===== src/rtl/rnn_input_feeder.sv =====
// rnn_input_feeder: host-written x-vector FIFO plus sequence launch FSM.
// Define RNN_FEEDER_CNT_EN to add the served_cnt pop counter output.
module rnn_input_feeder #(
    parameter int DEPTH     = 16,
    parameter int AW        = 4,
    parameter int START_LVL = 2
) (
    input  logic          clk,
    input  logic          reset_n,
    input  logic          wr_valid,
    input  logic [31:0]   wr_data,
    output logic          wr_ready,
    input  logic          start,
    input  logic          busy,
    input  logic          i_en,
    output logic          ready,
    output logic [31:0]   idata,
    output logic [AW:0]   level,
    output logic          underrun,
    output logic          overflow
`ifdef RNN_FEEDER_CNT_EN
    ,
    output logic [15:0]   served_cnt
`endif
);

    localparam logic [AW:0] FULL_LVL = (AW+1)'(DEPTH);
    localparam logic [AW:0] START_L  = (AW+1)'(START_LVL);

    typedef enum logic [1:0] {
        IDLE = 2'd0,
        ARM  = 2'd1,
        RUN  = 2'd2
    } state_e;

    logic [31:0]   mem_q [DEPTH];
    logic [AW-1:0] wr_ptr_q, wr_ptr_d;
    logic [AW-1:0] rd_ptr_q, rd_ptr_d;
    logic [AW:0]   level_q, level_d;
    logic [31:0]   idata_q, idata_d;
    logic          underrun_q, underrun_d;
    logic          overflow_q, overflow_d;
    state_e        state_q, state_d;
    logic          ready_q, ready_d;
    logic          seen_q, seen_d;
    logic          wait_q, wait_d;
    logic          push, pop, full, empty, launch;
`ifdef RNN_FEEDER_CNT_EN
    logic [15:0]   cnt_q, cnt_d;
`endif

    assign full     = (level_q == FULL_LVL);
    assign empty    = (level_q == '0);
    assign push     = wr_valid && !full;
    assign pop      = i_en && !empty;
    assign wr_ready = !full;
    assign ready    = ready_q;
    assign idata    = idata_q;
    assign level    = level_q;
    assign underrun = underrun_q;
    assign overflow = overflow_q;

    always_comb begin
        wr_ptr_d   = wr_ptr_q;
        rd_ptr_d   = rd_ptr_q;
        level_d    = level_q;
        idata_d    = idata_q;
        underrun_d = underrun_q;
        overflow_d = overflow_q;
        if (push) wr_ptr_d = wr_ptr_q + AW'(1);
        if (pop)  rd_ptr_d = rd_ptr_q + AW'(1);
        unique case ({push, pop})
            2'b10:   level_d = level_q + 1'b1;
            2'b01:   level_d = level_q - 1'b1;
            default: level_d = level_q;
        endcase
        // An empty-FIFO request returns zero so the core never sees stale data.
        if (i_en) idata_d = pop ? mem_q[rd_ptr_q] : '0;
        if (i_en && empty)    underrun_d = 1'b1;
        if (wr_valid && full) overflow_d = 1'b1;
    end

    always_comb begin
        state_d = state_q;
        seen_d  = seen_q;
        wait_d  = wait_q;
        unique case (state_q)
            IDLE: begin
                if (start && !busy && level_q >= START_L) state_d = ARM;
            end
            ARM: begin
                state_d = RUN;
                seen_d  = busy;
                wait_d  = 1'b0;
            end
            RUN: begin
                // Without busy by the second RUN cycle the launch is lost.
                if (busy)        seen_d  = 1'b1;
                else if (seen_q) state_d = IDLE;
                else if (wait_q) state_d = IDLE;
                else             wait_d  = 1'b1;
            end
            default: state_d = IDLE;
        endcase
        ready_d = (state_d == ARM);
    end

    assign launch = (state_q == IDLE) && (state_d == ARM);

`ifdef RNN_FEEDER_CNT_EN
    always_comb begin
        cnt_d = cnt_q;
        if (launch)   cnt_d = '0;
        else if (pop) cnt_d = cnt_q + 16'd1;
    end

    assign served_cnt = cnt_q;

    always_ff @(posedge clk or negedge reset_n) begin
        if (!reset_n) cnt_q <= '0;
        else          cnt_q <= cnt_d;
    end
`else
    logic unused_launch;
    assign unused_launch = launch;
`endif

    always_ff @(posedge clk) begin
        if (push) mem_q[wr_ptr_q] <= wr_data;
    end

    always_ff @(posedge clk or negedge reset_n) begin
        if (!reset_n) begin
            wr_ptr_q   <= '0;
            rd_ptr_q   <= '0;
            level_q    <= '0;
            idata_q    <= '0;
            underrun_q <= 1'b0;
            overflow_q <= 1'b0;
            state_q    <= IDLE;
            ready_q    <= 1'b0;
            seen_q     <= 1'b0;
            wait_q     <= 1'b0;
        end else begin
            wr_ptr_q   <= wr_ptr_d;
            rd_ptr_q   <= rd_ptr_d;
            level_q    <= level_d;
            idata_q    <= idata_d;
            underrun_q <= underrun_d;
            overflow_q <= overflow_d;
            state_q    <= state_d;
            ready_q    <= ready_d;
            seen_q     <= seen_d;
            wait_q     <= wait_d;
        end
    end

    a_level_bound: assert property (
        @(posedge clk) disable iff (!reset_n) level_q <= FULL_LVL);

endmodule


===== config.mk =====
export PLATFORM = sky130hd
export DESIGN_NAME = rnn_input_feeder
export DESIGN_NICKNAME = d
export VERILOG_FILES = /design/src/rtl/rnn_input_feeder.sv
export SDC_FILE = /design/constraint.sdc
export NUM_CORES = 1
export LEC_CHECK = 0
export CAP_MARGIN = 20
export CORE_MARGIN = 5
export CORE_UTILIZATION = 52
export DETAILED_ROUTE_END_ITERATION = 8
export PLACE_DENSITY_LB_ADDON = 0.08
export SLEW_MARGIN = 20
export SYNTH_ARGS = -nofsm -noshare
export SYNTH_HDL_FRONTEND = slang
export SYNTH_SLANG_ARGS = --single-unit

===== constraint.sdc =====
create_clock -name clk -period 4.25 [get_ports clk]
set_input_delay 0.85 -clock clk [delete_from_list [all_inputs] [get_ports clk]]
set_output_delay 0.85 -clock clk [all_outputs]
set_load 0.03 [all_outputs]

**Word level (Yosys, flattened, before mapping)**

Memory sizes are Yosys's and may differ from the RTL's.
Cells that the tools add are included.

- $add $sub $neg: 4
- Multiply operators: 0
- Div/mod/pow operators: 0
- Order comparisons: 1
- Eq/ne operators: 9
- Shifts and indexed selects: 0
- Mux-type cells: 14
- Bitwise operators: 0
- Reductions and logical operators: 15

Operator list:

| cell | count |
|---|---|
| $mux W32 | 1 |
| $pmux W5 S2 | 1 |
| $add A4 B1 Y4 const B | 2 |
| $mux W2 | 4 |
| $eq A2 B1 Y1 const B | 3 |
| $logic_and A1 B1 Y1 | 6 |
| $ne A2 B2 Y1 const B | 3 |
| $pmux W2 S3 | 1 |
| $add A5 B1 Y5 const B | 1 |
| $eq A5 B5 Y1 const B | 1 |
| $ge A5 B2 Y1 const B | 1 |
| $logic_not A5 Y1 | 1 |
| $mux W1 | 5 |
| $sub A5 B1 Y5 const B | 1 |
| $eq A2 B2 Y1 const B | 2 |
| $pmux W1 S2 | 2 |
| $reduce_bool A2 Y1 | 2 |
| $logic_not A1 Y1 | 3 |
| $reduce_and A3 Y1 | 1 |
| $logic_not A2 Y1 | 1 |
| $reduce_and A2 Y1 | 1 |

- Register bits: 52
- Latch bits: 0
- Bits in writable memories: 512
- Bits in read-only memories: 0
- Bits of input ports: 38
- Output and inout port bits: 41
- Logic and storage cells: 54
- Memories kept: 1

Memories:

| name | words | bits a word | rd ports | clocked after memory_dff | wr ports | line | RTL |
|---|---|---|---|---|---|---|---|
| mem_q | 16 | 32 | 1 | 0 | 1 | 36 | `logic [31:0] mem_q [DEPTH];` |

**Longest topological paths before layout**

Gate-level depths: netlist (run 1).

- Word-level depth: 6
- Depth in mapped cells: 12
- Gate-level depth less buffers: 10

**Worst setup path after synthesis (run 1)**

OpenSTA, ideal clock, no wires.

- Path type: input port to flip-flop
- From: input wr_valid
- To: memory mem_q[3][0], enable pin
- Setup time: 461 ps
- Arrival time: 3621 ps
- Data required time: 3789 ps
- Slack: 168 ps
- Stages: 4
- Path buffers: 0
- Cells stage by stage: inv_1 a31oi_2 nand2_1 nor3_1

- Longest elaborated chain between the ends: 3

Ends and longest elaborated chain:

| item | line | RTL |
|---|---|---|
| from (decl) | 10 | `input logic wr_valid,` |
| $logic_and A1 B1 Y1 | 54 | `assign push = wr_valid && !full;` |
| $mux W1 | 129 | `if (push) mem_q[wr_ptr_q] <= wr_data;` |
| $mux W1 (implied by the code) | 129 |  |
| to (decl) | 36 |  |

Every way passes these cells.

**Worst setup path in the final report (run 1)**

- From: register level_q[0] (netlist: level[0])
- To: output wr_ready

- Longest elaborated chain between the ends: 2

Ends and longest elaborated chain:

| item | line | RTL |
|---|---|---|
| from (decl) | 39 | `logic [AW:0] level_q, level_d;` |
| from (signal assigned) | 147 | `level_q <= level_d;` |
| $eq A5 B5 Y1 | 52 | `assign full = (level_q == FULL_LVL);` |
| $logic_not A1 Y1 | 56 | `assign wr_ready = !full;` |
| to (decl) | 12 | `output logic wr_ready,` |

Every way passes these cells.

==> results.json, run 1 <==
{
  "internal_power_w": 0.0117,
  "routabilityCongestion": 0.749,
  "io_pins": 79,
  "overflow": 0,
  "p_clk_frac": 0.272,
  "power_w": 0.0168,
  "vias_per_cell": 5.89,
  "synth_top_area_frac": 0.709,
  "ys_types": 39,
  "insertion_delay_ns": 0.60,
  "cts_buffers": 57,
  "ys_seq_elements": 564,
  "status": "finished, final reports clean",
  "root_buffer": "clkbuf_16",
  "regArea_mm2": 0.0167,
  "tns_ns": 0,
  "min_path_type": "primary input to asynchronous set/reset pin",
  "synth-seq-area-share": 0.769,
  "cts_tree": "built",
  "maxSlewViolCount": 0,
  "die_area_mm2": 0.0459,
  "crit_path_max_fanout": 5,
  "synth_cells": 980,
  "holdWs_ns": 0.255,
  "grt_pass1_wl_um": 71200,
  "p_sw_w": 0.00518,
  "initial_utilization": 0.529,
  "cp-end-kind": "primary output",
  "worst_pin_slew_ns": 1.09,
  "ctsHoldBuffers": 0,
  "timing.fmax_mhz": 324,
  "rows": 74,
  "multi_input_area_mm2": 0.00480,
  "cts_buffer_depth": 3,
  "die_h_um": 214,
  "combPwrFrac": 0.287,
  "grt_max_degree": 42,
  "leakage_nw": 8.30,
  "htree_levels": 2,
  "syn_area_per_cell_um2": 22.1,
  "path_class": "flip-flop to primary output",
  "async_reset_ff_frac": 0.0922,
  "design.core.area_mm2": 0.0410,
  "yosys_warnings": 0,
  "vdd_drop_max_v": 0.000371,
  "wl_per_cell_um": 27.8,
  "layout-drive-gt1-share": 0.243,
  "antenna_left": 0,
  "syn_nets": 1031,
  "synth_ff_type": "edfxtp_1",
  "firstDrtPassIters": 5,
  "finClkSkew_ns": 0.0226,
  "clkTransAtPathRegs_ns": 0.06,
  "post_cts_resized": 0,
  "wl_um": 46900,
  "grt_pass1_vias": 10800,
  "rsz0062_at_grt": "no",
  "max-cap-violations": 0,
  "synthTopCellsByCount": "edfxtp_1, mux4_2, mux2i_1",
  "netlist_area_mm2": 0.0217,
  "hold_viol_final": 0,
  "cts_setup_buffers": 0,
  "antenna_cells": 0,
  "cp.arrival_ns": 2.24,
  "min_period_ns": 3.09,
  "place_ws_ns": 0.921,
  "yosysTopAreaCell": "edfxtp_1",
  "finish.utilization": 0.613,
  "antenna_found_initial": 0,
  "nNetsFinal": 1157,
  "die_w_um": 214,
  "post-route-worst-setup-slack_ns": 1.16,
  "fill_cells": 2840,
  "port_buffers": 78,
  "synth_most_common_cell": "edfxtp_1",
  "period_share": 0.727,
  "power_density_mw_per_mm2": 670,
  "dr.first_iter.drc_count": 729,
  "finalSetupViolCount": 0,
  "drc_errors": 0,
  "routed-via-count": 9923,
  "synth_edf_count": 512,
  "area_growth_pct": 15.9,
  "p_seq_frac": 0.440,
  "hpwl_um": 29000,
  "grt_usage": 0.208,
  "critPathLaunchType": "flip-flop",
  "switching_share": 0.308,
  "required_ns": 3.40,
  "cts.sinks": 564,
  "synth_area_leaders": "edfxtp_1, mux4_2, dfrtp_1",
  "maxSlewHeadroom": 0.270
}
[metal layers]
layer  share of wire  up-vias  track usage  routed length [um]
met4           0.021        0       0.0573                 998
li1                -     4329            -                   -
met3           0.039       63       0.0309                1810
met1            0.40     5306        0.271               18800
met2            0.54      225        0.369               25200
met5               0        -            0                   0
[power groups by stage]
| stage | clock (W) | combinational, W | sequential, W |
|---|---|---|---|
| floorplan | 0 | 0.00314 | 0.00749 |
| global placement | 0 | 0.00495 | 0.00752 |
| detailed placement | 0 | 0.00497 | 0.00754 |
| CTS | 0.00469 | 0.00498 | 0.00743 |
| global route | 0.00495 | 0.00518 | 0.00750 |
| finish | 0.00458 | 0.00484 | 0.00741 |
[per-stage QoR]
step | cell area (um2) | cells
final | 25100 | 1685
after global routing | 25100 | 1685
after CTS | 25100 | 1685
after detailed placement | 23400 | 1579
after global placement | 23400 | 1579
after floorplan | 21700 | 980
[final timing paths]
path / startpoint / endpoint / slack, ns / cells past startpoint
setup / recovery: level[0] / wr_ready / 1.16 / 3
hold reg to reg: underrun / underrun / 0.47 / 1
min in group clk: underrun / underrun / 0.47 / 1
setup reg to reg: level[0] / level[4] / 1.45 / 11
max in group asynchronous: reset_n / idata[11] / 3.25 / 2
hold / removal: reset_n / idata[5] / 0.26 / 1
[cell families (layout without fill, tap and decap cells)]
| group | Yosys count | in the layout | synth area share |
|---|---|---|---|
| DFF | 564 | 564 | 0.769 |
| adders and majority gates | 13 | 13 | 0.00750 |
| AOI/OAI and AO/OA | 58 | 58 | 0.0211 |
| and+or+nand+nor | 79 | 79 | 0.0193 |
| buffers and inverters | 61 | 234 | 0.0152 |
| xor gates and xnor gates | 11 | 11 | 0.00444 |
| muxes | 194 | 194 | 0.164 |
[final cells by class]
| cell class | count | share of cell area |
|---|---|---|
| clock inverter | 27 | 0.00553 |
| tap | 532 | 0.0265 |
| multi-input combinational | 355 | 0.191 |
| clock buffer | 79 | 0.0628 |
| inverter | 9 | 0.00134 |
| sequential | 564 | 0.664 |
| timing repair buffer | 119 | 0.0490 |
[critical path, stage by stage (launching register included)]
cell	delay [ns]
dfrtp_1	0.44
nor2_1	0.43
nand3_1	0.17
clkdlybuf4s50_1	0.62
[cells in the final DEF, fill, tap and decap left out, drive strengths merged, types with 13 or more instances in the layout]
| master | count |
|---|---|
| clkdlybuf4s50 | 76 |
| edfxtp | 512 |
| mux4 | 128 |
| buf | 43 |
| clkinv | 25 |
| nor2 | 19 |
| dfrtp | 52 |
| nand2b | 36 |
| clkbuf | 79 |
| mux2i | 64 |
| o221ai | 32 |
| ha | 13 |
[sequential cells by signal, summed over array words and instances, names as in the netlist]
| name | count |
|---|---|
| ready | 1 |
| level | 5 |
| mem_q | 512 |
| underrun | 1 |
| wait_q | 1 |
| wr_ptr_q | 4 |
| overflow | 1 |
| state_q | 2 |
| rd_ptr_q | 4 |
| seen_q | 1 |
| idata | 32 |
Power figures use the tool's default switching activity.
==> run 2: changes to the inputs <==
==> constraint.sdc (replaced) <==
create_clock -name clk -period 2.9 [get_ports clk]
set_input_delay 0.58 -clock clk [delete_from_list [all_inputs] [get_ports clk]]
set_output_delay 0.58 -clock clk [all_outputs]
set_load 0.03 [all_outputs]
==> run 2 against run 1 <==
  * Design area is 1.2% higher
  * Register-to-register slack worse by 0.99 ns
  * Sequential power increased by 44%
  * Global-route usage decreased by 0.64 points
  * Via count is 1.0% higher
  * Routed wire length shrank 2.5%
  * Clock power is 52% higher
  * Combinational power rose by 52%
  * Non-clock buffer count is 17 higher
  * Hold slack improved by 0.21 ns
  * Die area did not move
  * Cell count increased by 0.77%
  * Critical endpoint unchanged
==> results.json, run 2 (synthesized netlist as in run 1, its figures left out) <==
{
  "die_h_um": 214,
  "critPathLaunchType": "flip-flop",
  "worst_pin_slew_ns": 0.712,
  "switching_share": 0.300,
  "timing.rr.start": "level[0]",
  "clkTransAtPathRegs_ns": 0.06,
  "routed-via-count": 10000,
  "root_buffer": "clkbuf_16",
  "p_sw_w": 0.00749,
  "grt_usage": 0.201,
  "min_path_type": "flip-flop to flip-flop",
  "power_density_mw_per_mm2": 982,
  "die_w_um": 214,
  "finalSetupViolCount": 0,
  "max-cap-violations": 0,
  "path_class": "flip-flop to primary output",
  "design.core.area_mm2": 0.0410,
  "most-common-layout-cells": "edfxtp_1, mux4_2, clkdlybuf4s50_1",
  "power_w": 0.0250,
  "internal_power_w": 0.0175,
  "die_area_mm2": 0.0459,
  "wl_per_cell_um": 26.9,
  "grt_pass1_vias": 10800,
  "cts_buffer_depth": 3,
  "insertion_delay_ns": 0.59,
  "cp-end-kind": "primary output",
  "maxSlewViolCount": 0,
  "wl_um": 45700,
  "cts_buffers": 56,
  "largest_reg_flops": 512,
  "min_to": "underrun",
  "initial_utilization": 0.529,
  "drc_errors": 0,
  "firstDrtPassIters": 4,
  "regMostFlops": "mem_q",
  "port_buffers": 78,
  "critical_path.top_delay_family": "buffers and inverters",
  "timing.fmax_mhz": 365,
  "io_pins": 79,
  "dr.first_iter.drc_count": 842,
  "hold_viol_final": 0,
  "stdcell_count": 1698,
  "cp_cell_sequence": "nor2_1 -> nand3_1 -> clkdlybuf4s50_1",
  "combPwrFrac": 0.295,
  "finish.utilization": 0.620,
  "dp_cells": 1595,
  "finClkSkew_ns": 0.00920,
  "cp_slowest_cell": "clkdlybuf4s50_1",
  "area_growth_pct": 17.3,
  "antenna_left": 0,
  "slowest_delay_ns": 0.62,
  "grt_max_degree": 45,
  "path_buf_inv": 1,
  "crit_path_max_fanout": 5,
  "grt_pass1_wl_um": 69400,
  "hp-start": "underrun",
  "p_seq_frac": 0.427,
  "antenna_found_initial": 0,
  "status": "finished, final reports clean",
  "vias_per_cell": 5.90,
  "nNetsFinal": 1173,
  "holdPathStages": 1,
  "min_period_ns": 2.74,
  "rows": 74,
  "cp.arrival_ns": 2.16,
  "layout-drive-gt1-share": 0.247,
  "p_clk_frac": 0.279,
  "htree_levels": 2,
  "period_share": 0.946,
  "routabilityCongestion": 0.744,
  "leakage_nw": 8.42,
  "hpwl_um": 27500,
  "vdd_drop_max_v": 0.000523,
  "place_ws_ns": 0.102,
  "required_ns": 2.32,
  "r2r_slack_ns": 0.46,
  "cts_tree": "built",
  "final_common_cell": "edfxtp_1",
  "antenna_cells": 0,
  "regToRegEndpoint": "level[4]",
  "maxSlewHeadroom": 0.524,
  "overflow": 0,
  "cts_setup_buffers": 0,
  "cts.sinks": 564,
  "rsz0062_at_grt": "no",
  "post-route-worst-setup-slack_ns": 0.157,
  "reg2reg_depth": 9
}
==> run 2: changes by cell type in the layout (fill, tap and decap cells not counted), sizes merged <==
cell         before  now
buf              43   59
bufinv            0    4
clkbuf           79   80
clkinv           25   16
clkinvlp          0    2
dlygate4sd3       0    1
inv              11    9
==> run 2: repair_timing <==
action	CTS	global route
hold buffers	1	0
gates resized for setup	0	0
setup endpoints to repair	0	0
hold endpoints to repair	31	0
==> run 2: metal layers <==
layer  global-route usage  part of all wire
met5                    0                 0
met3               0.0295             0.043
met2                0.334              0.50
met4               0.0511             0.018
met1                0.287              0.44
==> run 2: stage by stage <==
step           cell area [um2]  TNS [ns]  hold WS, ns
6_report                 25400         0        0.469
5_1_grt                  25400         0        0.493
3_3_place_gp             23700         0        0.455
2_1_floorplan            21700    -93.29        0.284
4_1_cts                  25400         0        0.466
3_5_place_dp             23700         0        0.459
==> run 2: worst register-to-register path: stages (launching register included) <==
cell	delay, ns
dfrtp_1	0.44
nor2_1	0.36
a21boi_2	0.20
ha_1	0.25
buf_4	0.17
ha_1	0.32
o211a_1	0.14
o31ai_1	0.20
a31oi_1	0.08
xor2_1	0.15
==> run 2: area by class of cell <==
class	instances	area, um2
Clock inverter	22	204
Timing Repair Buffer	136	1470
Clock buffer	80	1550
Sequential cell	564	16700
Inverter	9	33.8
Tap cell	532	666
Multi-Input combinational cell	355	4820
Fill cell	2868	15600
==> run 2: power by group through the flow <==
| stage | combinational (W) | clock (W) | sequential, W |
|---|---|---|---|
| after global routing | 0.00789 | 0.00746 | 0.0108 |
| after detailed placement | 0.00751 | 0 | 0.0108 |
| after CTS | 0.00753 | 0.00713 | 0.0107 |
| after floorplan | 0.00462 | 0 | 0.0110 |
| final | 0.00736 | 0.00696 | 0.0107 |
| after global placement | 0.00748 | 0 | 0.0108 |
==> run 2: how the worst max path moves through the flow <==
stage	startpoint	to	cells past startpoint
3_5_place_dp	wr_valid	level[4]	11
2_1_floorplan	level[1]	mem_q[15][0]	5
5_1_grt	level[0]	wr_ready	3
4_1_cts	level[0]	wr_ready	3
3_3_place_gp	wr_valid	level[4]	11
6_report	level[0]	wr_ready	3
==> run 3: changes to the inputs <==
--- a/config.mk
+++ b/config.mk
@@ -10,7 +10,6 @@
 export CORE_UTILIZATION = 52
 export DETAILED_ROUTE_END_ITERATION = 8
 export PLACE_DENSITY_LB_ADDON = 0.08
-export SLEW_MARGIN = 20
 export SYNTH_ARGS = -nofsm -noshare
 export SYNTH_HDL_FRONTEND = slang
 export SYNTH_SLANG_ARGS = --single-unit
==> results of run 3 <==
No change in the layout: final DEF, timing and power equal those of run 2.
